==> config.mk <==
export PLATFORM = sky130hd
export DESIGN_NAME = hdc_am_search
export DESIGN_NICKNAME = d
export VERILOG_FILES = /design/src/rtl/hdc_am_pkg.sv /design/src/rtl/popcount64.sv /design/src/rtl/hdc_am_search.sv
export SDC_FILE = /design/constraint.sdc
export NUM_CORES = 1
export LEC_CHECK = 0
export CAP_MARGIN = 10
export CORE_MARGIN = 1
export CORE_UTILIZATION = 38
export CTS_CLUSTER_DIAMETER = 200
export CTS_CLUSTER_SIZE = 24
export DETAILED_ROUTE_END_ITERATION = 8
export SLEW_MARGIN = 15
export SYNTH_ARGS = -nofsm -noshare
export SYNTH_HDL_FRONTEND = slang
export SYNTH_SLANG_ARGS = --single-unit
export TNS_END_PERCENT = 5
==> constraint.sdc <==
create_clock -name clk -period 28.6 [get_ports clk]
set_clock_uncertainty 0.2 [all_clocks]
set_input_delay 8.58 -clock clk [delete_from_list [all_inputs] [get_ports clk]]
set_output_delay 8.58 -clock clk [all_outputs]
set_load 0.01 [all_outputs]
==> src/rtl/hdc_am_pkg.sv <==
// Shared constants and types for the hyperdimensional associative-memory search.
// A class hypervector is NUM_FRAMES frames of FRAME_W bits (D = 192).
package hdc_am_pkg;

    localparam int NUM_CLASSES = 8;
    localparam int NUM_FRAMES  = 3;
    localparam int FRAME_W     = 64;
    localparam int CLASS_W     = 3;   // clog2(NUM_CLASSES)
    localparam int FIDX_W      = 2;   // clog2(NUM_FRAMES)
    localparam int DIST_W      = 8;   // clog2(NUM_FRAMES*FRAME_W + 1)

    localparam logic [CLASS_W-1:0] LAST_CLASS = CLASS_W'(NUM_CLASSES - 1);
    localparam logic [FIDX_W-1:0]  LAST_FRAME = FIDX_W'(NUM_FRAMES - 1);

    // Larger than any reachable distance (max 192), so class 0 always
    // replaces the initial best.
    localparam logic [DIST_W-1:0]  DIST_INIT  = '1;

    typedef enum logic [1:0] {
        ST_LOAD   = 2'd0,
        ST_SEARCH = 2'd1,
        ST_DONE   = 2'd2
    } state_e;

endpackage

==> src/rtl/popcount64.sv <==
// Combinational population count of one frame, built as a binary adder tree.
// Ports:
//   data_i  - IN_W-bit input word
//   count_o - number of set bits in data_i
// IN_W must be a power of two.
module popcount64 #(
    parameter int IN_W  = 64,
    parameter int OUT_W = 8
) (
    input  logic [IN_W-1:0]  data_i,
    output logic [OUT_W-1:0] count_o
);

    logic [OUT_W-1:0] leaf [IN_W];
    // Heap-ordered tree: node[i] = node[2i] + node[2i+1]; leaves at IN_W..2*IN_W-1.
    logic [OUT_W-1:0] node [1:2*IN_W-1];

    genvar gi;
    generate
        for (gi = 0; gi < IN_W; gi++) begin : g_leaf
            assign leaf[gi] = OUT_W'(data_i[gi]);
        end
    endgenerate

    always_comb begin
        for (int i = 0; i < IN_W; i++) begin
            node[IN_W + i] = leaf[i];
        end
        for (int i = IN_W - 1; i >= 1; i--) begin
            node[i] = node[2*i] + node[2*i + 1];
        end
        count_o = node[1];
    end

endmodule

==> src/rtl/hdc_am_search.sv <==
// Associative-memory search: buffers a frame-serial query hypervector, walks
// the class ROM one frame per cycle, accumulates the Hamming distance per
// class and reports the class with the minimum distance (ties -> lower index).
// Ports:
//   clk, rst                 - clock, synchronous active-high reset
//   q_valid/q_ready/q_data   - query frame stream, frames 0..NUM_FRAMES-1 in order
//   rom_frame_id/_index      - registered ROM address (class, frame)
//   rom_data                 - combinational ROM output for the current address
//   res_valid/res_ready      - result handshake
//   res_class/res_dist       - best class and its Hamming distance
module hdc_am_search
    import hdc_am_pkg::*;
(
    input  logic               clk,
    input  logic               rst,
    input  logic               q_valid,
    output logic               q_ready,
    input  logic [FRAME_W-1:0] q_data,
    output logic [CLASS_W-1:0] rom_frame_id,
    output logic [FIDX_W-1:0]  rom_frame_index,
    input  logic [FRAME_W-1:0] rom_data,
    output logic               res_valid,
    input  logic               res_ready,
    output logic [CLASS_W-1:0] res_class,
    output logic [DIST_W-1:0]  res_dist
);

    state_e              state_q, state_d;
    logic [FIDX_W-1:0]   load_cnt_q, load_cnt_d;
    logic [CLASS_W-1:0]  cls_q, cls_d;
    logic [FIDX_W-1:0]   fr_q, fr_d;
    logic [DIST_W-1:0]   acc_q, acc_d;
    logic [DIST_W-1:0]   best_dist_q, best_dist_d;
    logic [CLASS_W-1:0]  best_cls_q, best_cls_d;
    logic                res_valid_q, res_valid_d;
    logic [CLASS_W-1:0]  res_class_q, res_class_d;
    logic [DIST_W-1:0]   res_dist_q, res_dist_d;

    logic [FRAME_W-1:0]  qbuf_q [NUM_FRAMES];
    logic [DIST_W-1:0]   pc;
    logic [DIST_W-1:0]   dist_sum;
    logic                q_accept;

    assign q_ready         = (state_q == ST_LOAD);
    assign q_accept        = q_valid && q_ready;
    assign rom_frame_id    = cls_q;
    assign rom_frame_index = fr_q;
    assign res_valid       = res_valid_q;
    assign res_class       = res_class_q;
    assign res_dist        = res_dist_q;

    popcount64 #(
        .IN_W  (FRAME_W),
        .OUT_W (DIST_W)
    ) u_popcount (
        .data_i  (qbuf_q[fr_q] ^ rom_data),
        .count_o (pc)
    );

    // Query buffer: plain write-enabled array, no reset needed since a full
    // query is always loaded before it is read.
    always_ff @(posedge clk) begin
        if (q_accept) begin
            qbuf_q[load_cnt_q] <= q_data;
        end
    end

    always_ff @(posedge clk) begin
        if (rst) begin
            state_q     <= ST_LOAD;
            load_cnt_q  <= '0;
            cls_q       <= '0;
            fr_q        <= '0;
            acc_q       <= '0;
            best_dist_q <= '0;
            best_cls_q  <= '0;
            res_valid_q <= 1'b0;
            res_class_q <= '0;
            res_dist_q  <= '0;
        end else begin
            state_q     <= state_d;
            load_cnt_q  <= load_cnt_d;
            cls_q       <= cls_d;
            fr_q        <= fr_d;
            acc_q       <= acc_d;
            best_dist_q <= best_dist_d;
            best_cls_q  <= best_cls_d;
            res_valid_q <= res_valid_d;
            res_class_q <= res_class_d;
            res_dist_q  <= res_dist_d;
        end
    end

    always_comb begin
        state_d     = state_q;
        load_cnt_d  = load_cnt_q;
        cls_d       = cls_q;
        fr_d        = fr_q;
        acc_d       = acc_q;
        best_dist_d = best_dist_q;
        best_cls_d  = best_cls_q;
        res_valid_d = res_valid_q;
        res_class_d = res_class_q;
        res_dist_d  = res_dist_q;
        dist_sum    = acc_q + pc;

        unique case (state_q)
            ST_LOAD: begin
                if (q_accept) begin
                    if (load_cnt_q == LAST_FRAME) begin
                        state_d     = ST_SEARCH;
                        load_cnt_d  = '0;
                        cls_d       = '0;
                        fr_d        = '0;
                        acc_d       = '0;
                        best_dist_d = DIST_INIT;
                        best_cls_d  = '0;
                    end else begin
                        load_cnt_d = load_cnt_q + 1'b1;
                    end
                end
            end

            ST_SEARCH: begin
                if (fr_q != LAST_FRAME) begin
                    acc_d = dist_sum;
                    fr_d  = fr_q + 1'b1;
                end else begin
                    // Strict compare: an equal distance keeps the earlier class.
                    if (dist_sum < best_dist_q) begin
                        best_dist_d = dist_sum;
                        best_cls_d  = cls_q;
                    end
                    acc_d = '0;
                    fr_d  = '0;
                    cls_d = cls_q + 1'b1;
                    if (cls_q == LAST_CLASS) begin
                        state_d = ST_DONE;
                    end
                end
            end

            ST_DONE: begin
                // First DONE cycle latches the result; it then holds until taken.
                if (res_valid_q && res_ready) begin
                    res_valid_d = 1'b0;
                    load_cnt_d  = '0;
                    state_d     = ST_LOAD;
                end else begin
                    res_valid_d = 1'b1;
                    res_class_d = best_cls_q;
                    res_dist_d  = best_dist_q;
                end
            end

            default: begin
                state_d = ST_LOAD;
            end
        endcase
    end

endmodule

Word-level counts from Yosys, hierarchy flattened --
Memories as Yosys holds them, arrays and structs flattened. A register that Yosys moved wholly into a read port is not among the register bits. Index checks and enable logic that the tools add are counted. W data, S select, Z words.
Cells by class: multipliers 0, divide/modulo/power cells 0, equal/unequal tests 11, add/subtract/negate cells 67, bitwise operators 2, reductions and logical operators 11, mux-type cells 34, magnitude comparators 1, shifts and indexed selects 0
Operators with widths (number):
- $add A8 B8 Y8 | 32
- $add A1 B1 Y2 | 32
- $xor A64 B64 Y64 | 1
- $mux W8 | 7
- $pmux W8 S2 | 2
- $mux W2 | 12
- $mux W3 | 5
- $pmux W3 S2 | 2
- $ne A2 B2 Y1 const B | 5
- $reduce_and A5 Y1 | 2
- $lt A8 B8 Y1 | 1
- $pmux W2 S2 | 2
- $pmux W2 S3 | 1
- $reduce_and A3 Y1 | 2
- $add A2 B1 Y2 const B | 2
- $eq A2 B2 Y1 const B | 2
- $ne A2 B1 Y1 const B | 2
- $reduce_and A4 Y1 | 1
- $reduce_bool A2 Y1 | 2
- $add A3 B1 Y3 const B | 1
- $eq A3 B3 Y1 const B | 1
- $mux W1 | 3
- $eq A2 B1 Y1 const B | 1
- $logic_and A1 B1 Y1 | 2
- 3 further kinds | 3
Storage, ports and cells: word-level logic and storage cells 137, bits in registers 40, bits in latches 0, memory bits (writable) 192, ROM bits 0, memories 1
Memories:
- qbuf_q | depth 3, bits a word 64, read ports 1, clocked after Yosys merged registers in 1, wr ports 1, RTL line hdc_am_search.sv:39 | logic [FRAME_W-1:0] qbuf_q [NUM_FRAMES];

Longest topological paths before layout --
word-level depth 12, depth in mapped cells 34, depth with buffers taken out 31

Modules after synthesis --
From an unflattened synthesis, not the netlist that was laid out.
Unflattened totals: cells, all modules 881, area total of the unflattened synthesis 11524.8 µm²
By module, submodules not included:
- hdc_am_search | area each 9706.8 µm², cells each 696, instances 1
- popcount64 | area each 1818.0 µm², cells each 185, instances 1

Worst setup path after synthesis --
OpenSTA, ideal clock, no wires.
path kind input to register, start point in rom_data[62], end point reg best_dist_q[1], setup slack 12903 ps, data required time 28320 ps, arrival time 15416 ps, buffers on the path 1, cell stages on the path 28, cell sequence xor2_1 ha_1 inv_1 fa_1 inv_1 fa_1 inv_1 fa_1 inv_1 fa_1 inv_1 fa_1 fa_1 fa_1 inv_1 fa_1 inv_1 fa_1 nor2b_1 o31a_1 o211ai_1 ha_1 o21ai_0 nor2_1 a2111oi_4 buf_6 nor3_1 a211oi_2
Between the ends: cells in the longest elaborated chain, start to end 11, elaborated cells between the ends (all ways) 14, classes of those cells add/sub: 7; order compare: 1; eq/ne: 1; mux: 3; bitwise: 1; reduce/logical: 1
RTL lines:
- start, declared | RTL line hdc_am_search.sv:21 | input logic [FRAME_W-1:0] rom_data,
- $xor A64 B64 Y64 * | RTL line hdc_am_search.sv:56 | .data_i (qbuf_q[fr_q] ^ rom_data),
- $add A1 B1 Y2 * | RTL line popcount64.sv:30 | node[i] = node[2*i] + node[2*i + 1];
- $add A8 B8 Y8 * (5 in a row) | RTL line popcount64.sv:30
- $add A8 B8 Y8 * | RTL line hdc_am_search.sv:105 | dist_sum = acc_q + pc;
- $lt A8 B8 Y1 / $mux W8 (equally long branches) | RTL line hdc_am_search.sv:130 | if (dist_sum < best_dist_q) begin
- $ne A2 B2 Y1 (no line) / $mux W8 (equally long branches)
- $reduce_and A5 Y1 (no line) / $pmux W8 S2 (equally long branches)
- end signal, assigned | RTL line hdc_am_search.sv:86 | best_dist_q <= best_dist_d;
- end, declared | RTL line hdc_am_search.sv:33 | logic [DIST_W-1:0] best_dist_q, best_dist_d;
Mark *: on every way between the ends. The rest lies on a longest branch, timed or not. The select of a mux whose other input is x is not followed. A chain may end at the register's enable or synchronous reset.

Worst setup path in the final report --
start point in rom_data[58], end point reg best_dist_q[0]
Same word-level chain as after synthesis.

==> results.md <==
- Cell area after layout: 14200 um2
- Final setup vio count: 0
- CORE AREA: 30750 um2
- Pin count of the biggest net entering global routing: 97
- Worst Hold Class: reg -> reg
- Buffer count from post-CTS setup fixing: 0
- Final Max Tran Viols: 0
- Yosys warns: 0
- Global placement routability congestion: 0.7653
- Worst Path Required: 28.76 ns
- Reg2Reg Depth: 30
- Max_slew headroom: 27.15%
- Setup tns final: 0 ns
- Die area: 32120 um2
- RSZ-0062 raised after global routing: false
- Hold Startpoint: res_class[0]$_SDFFE_PP0P_
- DIE WIDTH: about 180 um
- Post-Syn Area: 11930 um2
- Critical R2R Capture: best_dist_q[0]$_SDFFE_PP0P_
- Startpoint types: primary input
- Reg2reg setup slack: roughly 19 ns
- Avg WL per Cell: about 16 um
- Syn Nets: 1185
- Sink Count: 234
- Crit Path Class: in -> reg
- Status: finished, violations left
- Inserted Diodes: 0
- Hold Vio Cnt, Final: 0
- Worst Hold Path EP: res_class[0]$_SDFFE_PP0P_
- Setup crit end kind: flip-flop
- Iter 0 DRT Violations: just over 300
- DP HPWL: between 15 and 20 mm
- Reg clk slew, reported paths: 0.10 ns
- Leading cell type by number of instances after synthesis: edfxtp_1
- Area delta synth->final: 19.03%
- Fillers: ~2800
- Clock buffer depth: 3
- WL final: 23.93 mm
- DRT Pass-1 Iters: 6
- Synth area leaders: edfxtp_1, fa_1, dfxtp_1, ha_1, mux2i_1
- Maximum clock rate: 0.06092 GHz
- Top FF cell, synth: edfxtp_1
- Max-cap violations: 0
- Tightest Pin Transition: ~1.1 ns
- Aggregate global-route resource usage: 15.45%
- Yosys top cell by area: edfxtp_1
- Vias in the first global route: between 6000 and 7000
- Clock tree from TritonCTS: built
- Synth top cells by count: edfxtp_1, inv_1, nand2_1
- Failing checks: DRC
- Final nets: roughly 1300
- CTS hold repair buffers: 0
- Vias: just under 7000
- Post-CTS Resized: 0
- Post-route ant nets: 0
- Period minus WS final: 16.42 ns
- Initial antenna violation count: 0
- Chip Height: 179.2 um
- CTS Buf Count: 13
- Worst-path fanout max: 22
- Drt via density: 4.654
- GRT overflow: 0
- Asr flop ratio synth: 0%
- Synthesized flop and latch total: ~230
- Root Buffer: clkbuf_16
- Share of post-route cells with drive strength above 1: 2.881%
- Synthesized instance count: slightly above 900
- Site Rows: 64
- Syn Area/Cell: 12.83 um2
- Hold_ws: 0.2574 ns
- # DRC: 18
- Clk_lat worst skew: 0.48 ns
- Num ports: 150
- Area share of the largest cell type after synthesis: between 40% and 50%
- Number of flops mapped to enable cells by yosys: 192
- H-tree Lvls: 1
- First-pass GRT wire length: 37.05 mm
- Cell variety after synth: between 40 and 50
- Worst Hold Depth: 2
- Seq/Total Area, Yosys: a little under three fifths
- Crit path launch: rom_data[58]
- Period utilisation layout: 57.40%
- Initial core utilization: 38.81%
- DP Area: between 10000 and 15000 um2
- Core Util, Final: 46.20%
- Worst Path Arrival: 16.58 ns
- Port Buffer Count: 149
[critical path, cell delays in order]
cell and delay [ns]:
clkdlybuf4s50_1 0.48, xor2_1 0.29, ha_1 0.31, fa_1 0.50
fa_1 0.49, inv_1 0.05, fa_1 0.52, inv_1 0.05
fa_1 0.52, inv_1 0.05, fa_1 0.50, fa_1 0.51
fa_1 0.54, inv_1 0.05, fa_1 0.40, inv_1 0.08
fa_1 0.20, nor2b_1 0.07, o311ai_0 0.33, o211ai_1 0.22
ha_1 0.24, a211oi_1 0.22, nor2_1 0.11, a2111oi_4 0.93
o21bai_1 0.22, a21oi_1 0.09
[stage by stage]
stage / setup WS [ns] / instances
2_1_floorplan: 12.90 / 930
3_3_place_gp: 11.72 / 1451
3_5_place_dp: 11.62 / 1451
4_1_cts: 12.14 / 1472
5_1_grt: 11.80 / 1472
6_report: 12.19 / 1472
[sequential cells by signal, summed over array words and instances (netlist names), named ones only]
register	count
rom_frame_id	3
res_class	3
load_cnt_q	2
acc_q	8
state_q	2
rom_frame_index	2
res_dist	8
qbuf_q	192
best_dist_q	8
best_cls_q	3
res_valid	1
[cell usage in the layout, fill, tap and decap left out, types with 2 or more instances in the layout]
master,count
nand3b_1,4
clkbuf_1,7
o21ai_0,68
and3b_1,2
a22oi_1,11
nand2_1,97
dfxtp_4,2
mux2i_1,64
nand3_1,4
nor2b_1,11
fa_1,63
a211oi_1,3
buf_4,7
inv_1,115
ha_1,60
clkbuf_16,13
edfxtp_1,192
and2b_1,2
a21oi_1,22
a211oi_2,2
dfxtp_1,40
nand2b_1,3
xnor2_1,3
o21bai_1,3
nor3_1,14
clkdlybuf4s50_1,149
xor2_1,67
nor2_1,26
o221ai_1,2
[layout make-up]
cell class                      count  area (um2)  share of cell area, %
Clock buffer                       20       351.6                  2.475
Clock inverter                      1       8.758                0.06166
Inverter                          116       435.4                  3.065
Multi-Input combinational cell    549        4756                  33.48
Sequential cell                   234        6614                  46.56
Tap cell                          396       495.5                  3.488
Timing Repair Buffer              156        1544                  10.87
[worst max path at each step]
stage                                             end  cells after the start
after floorplan           best_dist_q[1]$_SDFFE_PP0P_                     28
after global placement    best_dist_q[0]$_SDFFE_PP0P_                     28
after detailed placement  best_dist_q[0]$_SDFFE_PP0P_                     26
after CTS                 best_dist_q[0]$_SDFFE_PP0P_                     26
after global routing      best_dist_q[0]$_SDFFE_PP0P_                     26
final                     best_dist_q[0]$_SDFFE_PP0P_                     26
[routing by layer]
| metal | up-vias | share of wire (%) | GRT usage (%) |
|---|---|---|---|
| met3 | 25 | 3.6 | 2.014 |
| met5 | - | 0 | 0 |
| met2 | 118 | 49 | 26.69 |
| met1 | 3259 | 45 | 20.53 |
| met4 | 0 | 1.7 | 3.711 |
| li1 | 3448 | - | - |
[logic make-up after synthesis]
group	synth area share, %
DFF	55.36
and+or+nand+nor	6.469
buffers and inverters	4.844
adders and majority gates	16.86
AOI/OAI and AO/OA	5.966
xor gates and xnor gates	5.137
muxes	5.368
Power is left out: the tool's default activity adds up to more than one toggle a clock period on the data nets, which glitch-free logic cannot reach.
